==> src/rtl/sram_rd_pipe.sv <==
// sram_rd_pipe: LAT-deep valid/data delay line with hold, async clear and held output data
module sram_rd_pipe #(
  parameter int W = 32,
  parameter int LAT = 1
) (
  input  logic         clk,
  input  logic         rst,
  input  logic         hold,
  input  logic         req_v,
  input  logic [W-1:0] req_d,
  output logic         rvalid,
  output logic [W-1:0] rdata
);
  logic [LAT-1:0] v;
  logic [W-1:0] d [LAT];
  always_ff @(posedge clk or posedge rst) begin
    if (rst) begin
      v <= '0;
      for (int i = 0; i < LAT; i++) d[i] <= '0;
    end else if (!hold) begin
      v[0] <= req_v;
      if (req_v) d[0] <= req_d;
      for (int i = 1; i < LAT; i++) begin
        v[i] <= v[i-1];
        if (v[i-1]) d[i] <= d[i-1];
      end
    end
  end
  assign rvalid = v[LAT-1];
  assign rdata = d[LAT-1];
endmodule

==> config.mk <==
export PLATFORM = sky130hd
export DESIGN_NAME = sram_rd_pipe
export DESIGN_NICKNAME = d
export VERILOG_FILES = /design/src/rtl/sram_rd_pipe.sv
export SDC_FILE = /design/constraint.sdc
export NUM_CORES = 1
export LEC_CHECK = 0
export BUFFER_PORTS_ARGS = -buffer_cell sky130_fd_sc_hd__buf_2
export CAP_MARGIN = 0
export CORE_MARGIN = 8
export CORE_UTILIZATION = 44
export CTS_BUF_LIST = sky130_fd_sc_hd__clkbuf_16
export CTS_CLUSTER_DIAMETER = 120
export DETAILED_ROUTE_END_ITERATION = 6
export PLACE_DENSITY = 0.79
export SLEW_MARGIN = 20
export SYNTH_ARGS = -nofsm -noshare
export SYNTH_HDL_FRONTEND = slang
export SYNTH_SLANG_ARGS = --single-unit
==> constraint.sdc <==
create_clock -name clk -period 1.4 [get_ports clk]
set_clock_uncertainty 0.2 [all_clocks]
set_input_delay 0.14 -clock clk [delete_from_list [all_inputs] [get_ports clk]]
set_output_delay 0.14 -clock clk [all_outputs]
set_load 0.1 [all_outputs]
* Word-level counts from Yosys, hierarchy flattened
Index checks and enable logic that the tools add are counted.
Word-level totals: register bits after elaboration 33, input bits 36, output and inout port bits 33, word-level logic and storage cells 4
Operators by class: bitwise operators 1, reduce and logical (&&, ||, !) cells 1
Operators by type and width (number):
- 2-bit AND reduction | 1
- 1-bit NOT | 1

* Longest topological paths before layout
Gate-level depths: netlist of run 1.
depth in word-level cells 2, depth in mapped cells 4, mapped depth without buffers 2

* Worst setup path after synthesis of run 1
No wires, ideal clock.
path type register to register, start register rdata[0] (netlist name), end register d, in the netlist rdata[0], setup time 0.126 ns, data arrival time 1.132 ns, data required time 1.074 ns, setup slack -0.058 ns, cell stages (with the launch flop) 2, buffers on the path 0, clock period less this slack 1.458 ns, cells stage by stage dfrtp_1 > mux2_4
RTL lines:
- end signal: indexed assignment | line 25 | if (v[i-1]) d[i] <= d[i-1];
- end: declaration | line 15 | logic [W-1:0] d [LAT];

* Worst setup path in the final report of run 1
start register d, in the netlist rdata[11], end output port rdata[11]
RTL lines:
- end: declaration | line 12 | output logic [W-1:0] rdata
No word-level cell between the ends.

==> flow_summary.json, run 1 <==
{
  "ant_nets": 0,
  "drtIter0Drc": 37,
  "cts_tree": "built",
  "path_max_fanout": 2,
  "min_period_over_period": 0.8693,
  "slowest_stage": "dfrtp_2",
  "synthToLayoutAreaGrowth_pct": 103.5,
  "htreeDepth": 2,
  "critPathRequiredTime_ns": 1.06,
  "ys.warnings.count": 0,
  "via_per_inst": 4.659,
  "status": "finished, final reports clean",
  "ys_ff_latch": 33,
  "path_buf_inv": 1,
  "firstDrtPassIters": 3,
  "grt_max_degree": 34,
  "synth_top_area_share": 0.6083,
  "antenna_found_initial": 0,
  "via_count": 997,
  "rsz0062_at_grt": "false",
  "worst_slew_pin_slew_ns": 0.4024,
  "io_pins": 69,
  "clkLatencyLatePin_ns": 0.27,
  "startpoint_type": "flop",
  "wl_um": 4211,
  "setup_viol": 0,
  "stdcell_area_um2": 2763,
  "start_util": 0.4521,
  "drc": 0,
  "netlist_instances": 72,
  "yosys.area.top_type": "dfrtp_1",
  "groute.usage.overall": 0.1785,
  "numPortBuffers": 68,
  "syn_area_per_cell_um2": 18.85,
  "place.gp.congestion": 0.6695,
  "path_clk_slew_ns": 0.05,
  "regToRegSetupSlack_ns": 0.37,
  "hold_viol_final": 0,
  "max_slew_margin": 0.7318,
  "final_layout_size_suffix_gt1_frac": 0.7845,
  "path_cells": "buf_12",
  "r2r_cells": 1,
  "clockBufferDepth": 2,
  "grt-ovfl-total": 0,
  "criticalPathCategory": "flop to primary output",
  "hold_depth": 4,
  "final_nets": 216,
  "min-delay-path-class": "primary input to flop",
  "dieHeight_um": 71.55,
  "grt_pass1_wl_um": 6962,
  "n_antenna_cell": 0,
  "rows": 20,
  "fp.dieW_um": 71.55,
  "dpl.hpwl_um": 2718,
  "synth_area_um2": 1358,
  "syn_nets": 108,
  "cap_violations": 0,
  "vdd_drop_max_uv": 1238,
  "fin_setup_tns_ns": 0,
  "die-area_um2": 5119,
  "synthDistinctLibCells": 7,
  "ys_seq_area_frac": 0.6083,
  "coreArea_um2": 3003,
  "total_power_mw": 4.366,
  "max_freq_mhz": 821.7,
  "fin_crit_ns": 1.217,
  "place_area_um2": 2285,
  "crit_family": "flip-flops",
  "maxSlewViolCount": 0,
  "crit_cells": 1,
  "numCtsBuffers": 5,
  "cts-root-buf": "clkbuf_16",
  "ys_top_cells_by_area": "dfrtp_1 61%, mux2_4 32%, buf_6 3.3%",
  "max_stage_delay_ns": 0.43,
  "end_kind": "primary output",
  "power.density_nw_per_um2": 1580,
  "p_leak_nw": 1.283,
  "grt_pass1_vias": 1249,
  "avgRoutedWirePerCell_um": 19.68,
  "layout_common_cells": "35 x buf_2, 35 x buf_12, 34 x dlygate4sd3_1",
  "cp.arrival_ns": 0.88,
  "clkSinkCount": 33
}
-- through the flow --
step / worst slack [ns] / std cells / util / hold WS (ns)
4_1_cts: 0.1698 / 214 / 0.9200 / 0.1803
5_1_grt: 0.1648 / 214 / 0.9200 / 0.2256
6_report: 0.1830 / 214 / 0.9200 / 0.2103
3_5_place_dp: 0.08207 / 172 / 0.7608 / 0.04824
3_3_place_gp: 0.1267 / 172 / 0.7608 / 0.03418
2_1_floorplan: 0.02787 / 72 / - / 0.05663
-- flip-flops by register name, summed over array words and instances, names as in the netlist --
signal,count
rvalid,1
rdata,32
-- metal layers --
layer | global-route usage | part of all wire
met1 | 0.1792 | 0.35
met2 | 0.3214 | 0.56
met3 | 0.07531 | 0.087
met4 | 0.06349 | 0.0083
met5 | 0 | 0
-- power by group --
group	total [mW]	switching, mW	internal [mW]
Sequential	1.29	0.170	1.12
Combinational	2.08	1.24	0.834
Clock	0.994	0.353	0.640
-- layout make-up --
cell class / instances / area [um^2]
clock buffers: 5 / 125.1
clock inverters: 3 / 12.51
fillers: 110 / 240.2
inverters: 1 / 3.754
multi-input cells: 34 / 490.5
flip-flops and latches: 33 / 865.8
well taps: 33 / 41.29
repair buffers: 105 / 1224
-- kinds of logic (layout without fill, tap and decap cells) --
group	Yosys count	in the layout	share of synthesized area
compound gates	1	1	0.005532
flops	33	33	0.6083
buf+inv	5	114	0.03594
simple gates	1	1	0.004611
mux	32	32	0.3456
-- final timing paths --
kind / startpoint / to
hold / removal: hold / rvalid$_DFFE_PP0N_
setup / recovery: rdata[11]$_DFFE_PP0P_ / rdata[11]
min in group asynchronous: rst / rdata[8]$_DFFE_PP0P_
setup reg to reg: rdata[11]$_DFFE_PP0P_ / rdata[11]$_DFFE_PP0P_
hold reg to reg: rdata[30]$_DFFE_PP0P_ / rdata[30]$_DFFE_PP0P_
max in group asynchronous: rst / rdata[16]$_DFFE_PP0P_
-- timing repair --
action / 4_1_cts / 5_1_grt
hold endpoints to repair: 66 / 0
resized for setup: 0 / 0
hold buffers: 34 / 0
buffers inserted: 0 / 0
-- synthesized netlist by cell type --
| library cell | number |
|---|---|
| buf_6 | 4 |
| a21o_1 | 1 |
| mux2_2 | 3 |
| inv_1 | 1 |
| mux2_4 | 29 |
| dfrtp_1 | 33 |
| nor2b_1 | 1 |
Power figures use the tool's default switching activity.
==> run 2: changes to the inputs <==
BUFFER_PORTS_ARGS = -buffer_cell sky130_fd_sc_hd__clkbuf_2   (was -buffer_cell sky130_fd_sc_hd__buf_2)
CORE_UTILIZATION = 40   (was 44)
PLACE_DENSITY = 0.76   (was 0.79)
clock period = 1 ns   (was 1.4 ns; I/O delays follow)
==> run 2 against run 1 <==
  * The flow now finishes with violations (hold timing, setup timing)
  * Hold slack worse by 0.36 ns
  * Clock-buffer cell count unchanged
  * Clock power up 40%
  * Setup slack worse by 0.43 ns
  * Register-to-register slack worse by 0.57 ns
  * Sequential power up 47%
  * Cell area down 3.8%
  * Power up 43%
  * First-iteration DRC count down 35%
  * Global-route usage down 2.5 points
  * Critical path type unchanged
  * Largest cell class unchanged
  * Largest power group unchanged
==> flow_summary.json, run 2 (synthesis results as in run 1) <==
{
  "worst_slack_ns": -0.2501,
  "fp.dieW_um": 74.26,
  "antenna_found_initial": 0,
  "place_ws_ns": -0.2969,
  "clkSinkCount": 33,
  "layout_common_cells": "35 x clkbuf_2, 34 x buf_12, 33 x dfrtp_4",
  "power.density_nw_per_um2": 2346,
  "path_max_fanout": 2,
  "dpl.hpwl_um": 2935,
  "r2r_cells": 2,
  "startpoint_type": "flop",
  "max_slew_margin": 0.8376,
  "r2r_start": "rdata[23]$_DFFE_PP0P_",
  "clkLatencyLatePin_ns": 0.27,
  "numCtsBuffers": 5,
  "crit_cells": 1,
  "cap_violations": 0,
  "drc": 0,
  "path_cells": "buf_12",
  "final_nets": 196,
  "final_layout_size_suffix_gt1_frac": 0.9688,
  "min-delay-path-class": "primary input to flop",
  "max_stage_delay_ns": 0.50,
  "maxSlewViolCount": 0,
  "hold_depth": 2,
  "fin_setup_tns_ns": -11.35,
  "status": "finished with violations",
  "vdd_drop_max_uv": 1512,
  "synthToLayoutAreaGrowth_pct": 95.67,
  "start_util": 0.4101,
  "grt-ovfl-total": 0,
  "cts_tree": "built",
  "via_per_inst": 4.485,
  "drtIter0Drc": 24,
  "worst_slew_pin_slew_ns": 0.2436,
  "io_pins": 69,
  "numPortBuffers": 68,
  "dieHeight_um": 74.26,
  "wl_um": 3879,
  "regToRegSetupSlack_ns": -0.20,
  "p_leak_nw": 1.220,
  "fin_crit_ns": 1.250,
  "stdcell_area_um2": 2656,
  "n_antenna_cell": 0,
  "via_count": 924,
  "critPathRequiredTime_ns": 0.70,
  "cp.arrival_ns": 0.95,
  "slowest_stage": "dfrtp_4",
  "crit_path_start": "rdata[21]$_DFFE_PP0P_",
  "avgRoutedWirePerCell_um": 18.83,
  "htreeDepth": 2,
  "min_period_over_period": 1.250,
  "hold_ws_ns": -0.1467,
  "groute.usage.overall": 0.1537,
  "min-delay-start": "req_d[24]",
  "criticalPathCategory": "flop to primary output",
  "grt_pass1_vias": 1098,
  "crit_family": "flip-flops",
  "setup_viol": 65,
  "grt_pass1_wl_um": 6009,
  "hold_viol_final": 32,
  "violations": "hold timing, setup timing",
  "ctsHoldBuffers": 2,
  "clockBufferDepth": 2,
  "end_kind": "primary output",
  "max_freq_mhz": 799.9,
  "place_area_um2": 2391,
  "path_clk_slew_ns": 0.05,
  "grt_max_degree": 22,
  "cts-root-buf": "clkbuf_16",
  "path_buf_inv": 1,
  "final_common_cell": "clkbuf_2",
  "ant_nets": 0,
  "die-area_um2": 5514,
  "largest_register_ffs": 32,
  "rsz0062_at_grt": "true",
  "rows": 21,
  "firstDrtPassIters": 3,
  "place.gp.congestion": 0.7367,
  "coreArea_um2": 3311
}
==> run 2: changes by cell type in the layout (fill, tap and decap cells not counted), moves of 3 or more <==
cell           previous run  this run
buf_2                    35         0
buf_4                     1         4
buf_6                     0        10
clkbuf_2                  0        35
dfrtp_2                  32         0
dfrtp_4                   0        33
dlygate4sd3_1            34         2
==> run 2: area by class of cell <==
| cell class | count | area (um^2) |
|---|---|---|
| repair buffers | 85 | 1018 |
| flip-flops and latches | 33 | 949.7 |
| fillers | 193 | 654.4 |
| multi-input cells | 34 | 490.5 |
| clock buffers | 5 | 125.1 |
| well taps | 46 | 57.56 |
| clock inverters | 2 | 7.507 |
| inverters | 1 | 7.507 |
==> run 2: repair_timing <==
action	CTS	global route
setup endpoints to repair	65	65
pin swaps	0	0
endpoints found under the hold margin	66	32
resized for setup	9	1
setup buffers	9	1
==> run 2: per-layer routing <==
metal	up-vias	routed length, um	global-route usage
met5	-	0	0
met4	0	65	0.07174
met3	7	342	0.06469
met2	40	2072	0.2686
met1	456	1399	0.1550
li1	421	-	-
==> run 2: power by group <==
part	switching, mW	leakage (nW)	internal (mW)
Sequential	0.239	0.357	1.66
Clock	0.500	0.0685	0.887
Combinational	1.75	0.795	1.19
Total	2.49	1.22	3.74
==> run 2: final timing paths <==
kind / to
min in group asynchronous: rdata[6]$_DFFE_PP0P_
min: rdata[24]$_DFFE_PP0P_
min reg2reg: rvalid$_DFFE_PP0N_
max: rdata[21]
max reg2reg: rdata[23]$_DFFE_PP0P_
max in group asynchronous: rdata[20]$_DFFE_PP0P_
==> run 2: per-stage QoR <==
step | total power [mW] | util | hold slack [ns] | std cells
3_5_place_dp | 4.738 | 0.7222 | -0.06706 | 187
2_1_floorplan | 3.613 | - | -0.1651 | 72
4_1_cts | 6.267 | 0.7989 | -0.1507 | 205
3_3_place_gp | 4.683 | 0.7222 | -0.07351 | 187
6_report | 6.233 | 0.8023 | -0.1467 | 206
5_1_grt | 6.413 | 0.8023 | -0.1480 | 206
==> run 3: changes to the inputs <==
CELL_PAD_IN_SITES_DETAIL_PLACEMENT = 2   (was unset)
CELL_PAD_IN_SITES_GLOBAL_PLACEMENT = 2   (was unset)
CORE_UTILIZATION = 26   (was 40)
PLACE_DENSITY = 0.75   (was 0.76)
==> run 3 against run 2 <==
  * The flow still finishes with violations (hold timing, setup timing)
  * Via count rose by 2.1%
  * Sequential share of layout area fell by 0.28 points
  * Cell area grew 0.80%
  * Routed wire length grew 14%
  * Register-to-register slack is essentially flat
  * Global-route usage is 3.6 points lower
  * Highest routed layer unchanged
==> flow_summary.json, run 3 (synthesis results as in run 1) <==
{
  "htreeDepth": 2,
  "avgRoutedWirePerCell_um": 19.15,
  "n_antenna_cell": 0,
  "min-delay-path-class": "primary input to flop",
  "groute.usage.overall": 0.1181,
  "clkSinkCount": 33,
  "status": "finished with violations",
  "vdd_drop_max_uv": 1190,
  "grt_pass1_wl_um": 6651,
  "drc": 0,
  "setup_viol": 65,
  "end_kind": "primary output",
  "grt_max_degree": 22,
  "worst_slew_pin_slew_ns": 0.1904,
  "hold_viol_final": 32,
  "via_count": 943,
  "violations": "hold timing, setup timing",
  "hold_ws_ns": -0.1444,
  "cts_tree": "built",
  "dieHeight_um": 88.26,
  "place.gp.congestion": 0.6751,
  "max_freq_mhz": 798.8,
  "cts-root-buf": "clkbuf_16",
  "worst_slack_ns": -0.2518,
  "path_clk_slew_ns": 0.05,
  "max_stage_delay_ns": 0.50,
  "fin_crit_ns": 1.252,
  "path_buf_inv": 1,
  "power.density_nw_per_um2": 2324,
  "ant_nets": 0,
  "crit_cells": 1,
  "via_per_inst": 4.100,
  "wl_um": 4405,
  "p_leak_nw": 1.216,
  "largest_register_ffs": 32,
  "stdcell_area_um2": 2678,
  "place_area_um2": 2419,
  "hold_depth": 2,
  "n_fill_cell": 471,
  "dpl.hpwl_um": 3382,
  "drtIter0Drc": 29,
  "start_util": 0.2675,
  "rsz0062_at_grt": "true",
  "cp.arrival_ns": 0.95,
  "rows": 26,
  "r2r_cells": 2,
  "final_nets": 195,
  "criticalPathCategory": "flop to primary output",
  "cap_violations": 0,
  "path_cells": "buf_12",
  "io_pins": 69,
  "numPortBuffers": 68,
  "slowest_stage": "dfrtp_4",
  "fp.dieW_um": 88.26,
  "final_layout_size_suffix_gt1_frac": 0.9688,
  "path_max_fanout": 2,
  "antenna_found_initial": 0,
  "clockBufferDepth": 2,
  "synthToLayoutAreaGrowth_pct": 97.24,
  "clkLatencyLatePin_ns": 0.27,
  "critPathRequiredTime_ns": 0.70,
  "ctsHoldBuffers": 2,
  "grt_pass1_vias": 1142,
  "firstDrtPassIters": 4,
  "die-area_um2": 7790,
  "min_period_over_period": 1.252,
  "layout_common_cells": "35 x clkbuf_2, 35 x buf_12, 33 x dfrtp_4",
  "numCtsBuffers": 5,
  "max_slew_margin": 0.8731,
  "maxSlewViolCount": 0,
  "coreArea_um2": 5075,
  "grt-ovfl-total": 0,
  "crit_family": "flip-flops",
  "startpoint_type": "flop"
}
[run 3: final timing paths]
kind,start,endpoint,slack (ns)
hold / removal,req_d[11],rdata[11]$_DFFE_PP0P_,-0.14
min in group asynchronous,rst,rdata[25]$_DFFE_PP0P_,0.26
setup / recovery,rdata[15]$_DFFE_PP0P_,rdata[15],-0.25
hold reg to reg,rvalid$_DFFE_PP0N_,rvalid$_DFFE_PP0N_,0.36
max in group asynchronous,rst,rdata[13]$_DFFE_PP0P_,0.15
setup reg to reg,rdata[8]$_DFFE_PP0P_,rdata[8]$_DFFE_PP0P_,-0.21
[run 3: report_power, final]
group	leakage [nW]	internal, mW	switching (mW)
sequential	0.357	1.66	0.241
combinational	0.791	1.15	1.74
clock	0.0687	0.898	0.527
[run 3: stage by stage]
step	TNS, ns	utilization	power (mW)	setup slack, ns	std cells
floorplan	-7.350	-	3.613	-0.2268	72
global placement	-7.403	0.4766	4.695	-0.2578	209
detailed placement	-9.377	0.4766	4.762	-0.3355	209
CTS	-11.22	0.5173	6.295	-0.2614	223
global route	-11.89	0.5276	6.433	-0.2703	230
finish	-10.79	0.5276	6.222	-0.2518	230
[run 3: repair_timing]
item                                   in CTS  in global routing
gates cloned                                0                  0
resized for setup                           5                  0
endpoints found under the hold margin      66                 32
setup endpoints to repair                  65                 86
buffers inserted                            4                  7
[run 3: cell type report]
class                   instances  area (um^2)  area share
repair buffers                 84         1001      0.3738
flip-flops and latches         33        949.7      0.3547
multi-input cells              34        494.2      0.1846
clock buffers                   5        125.1     0.04673
well taps                      70        87.58     0.03271
clock inverters                 3        12.51    0.004673
inverters                       1        7.507    0.002804
[run 3: per-layer routing]
metal  up-vias  GRT usage  routed length [um]
met3         8    0.03900                 249
li1        420          -                   -
met2        38     0.2220                2565
met4         0    0.04608                  74
met1       477     0.1159                1515
met5         -          0                   0
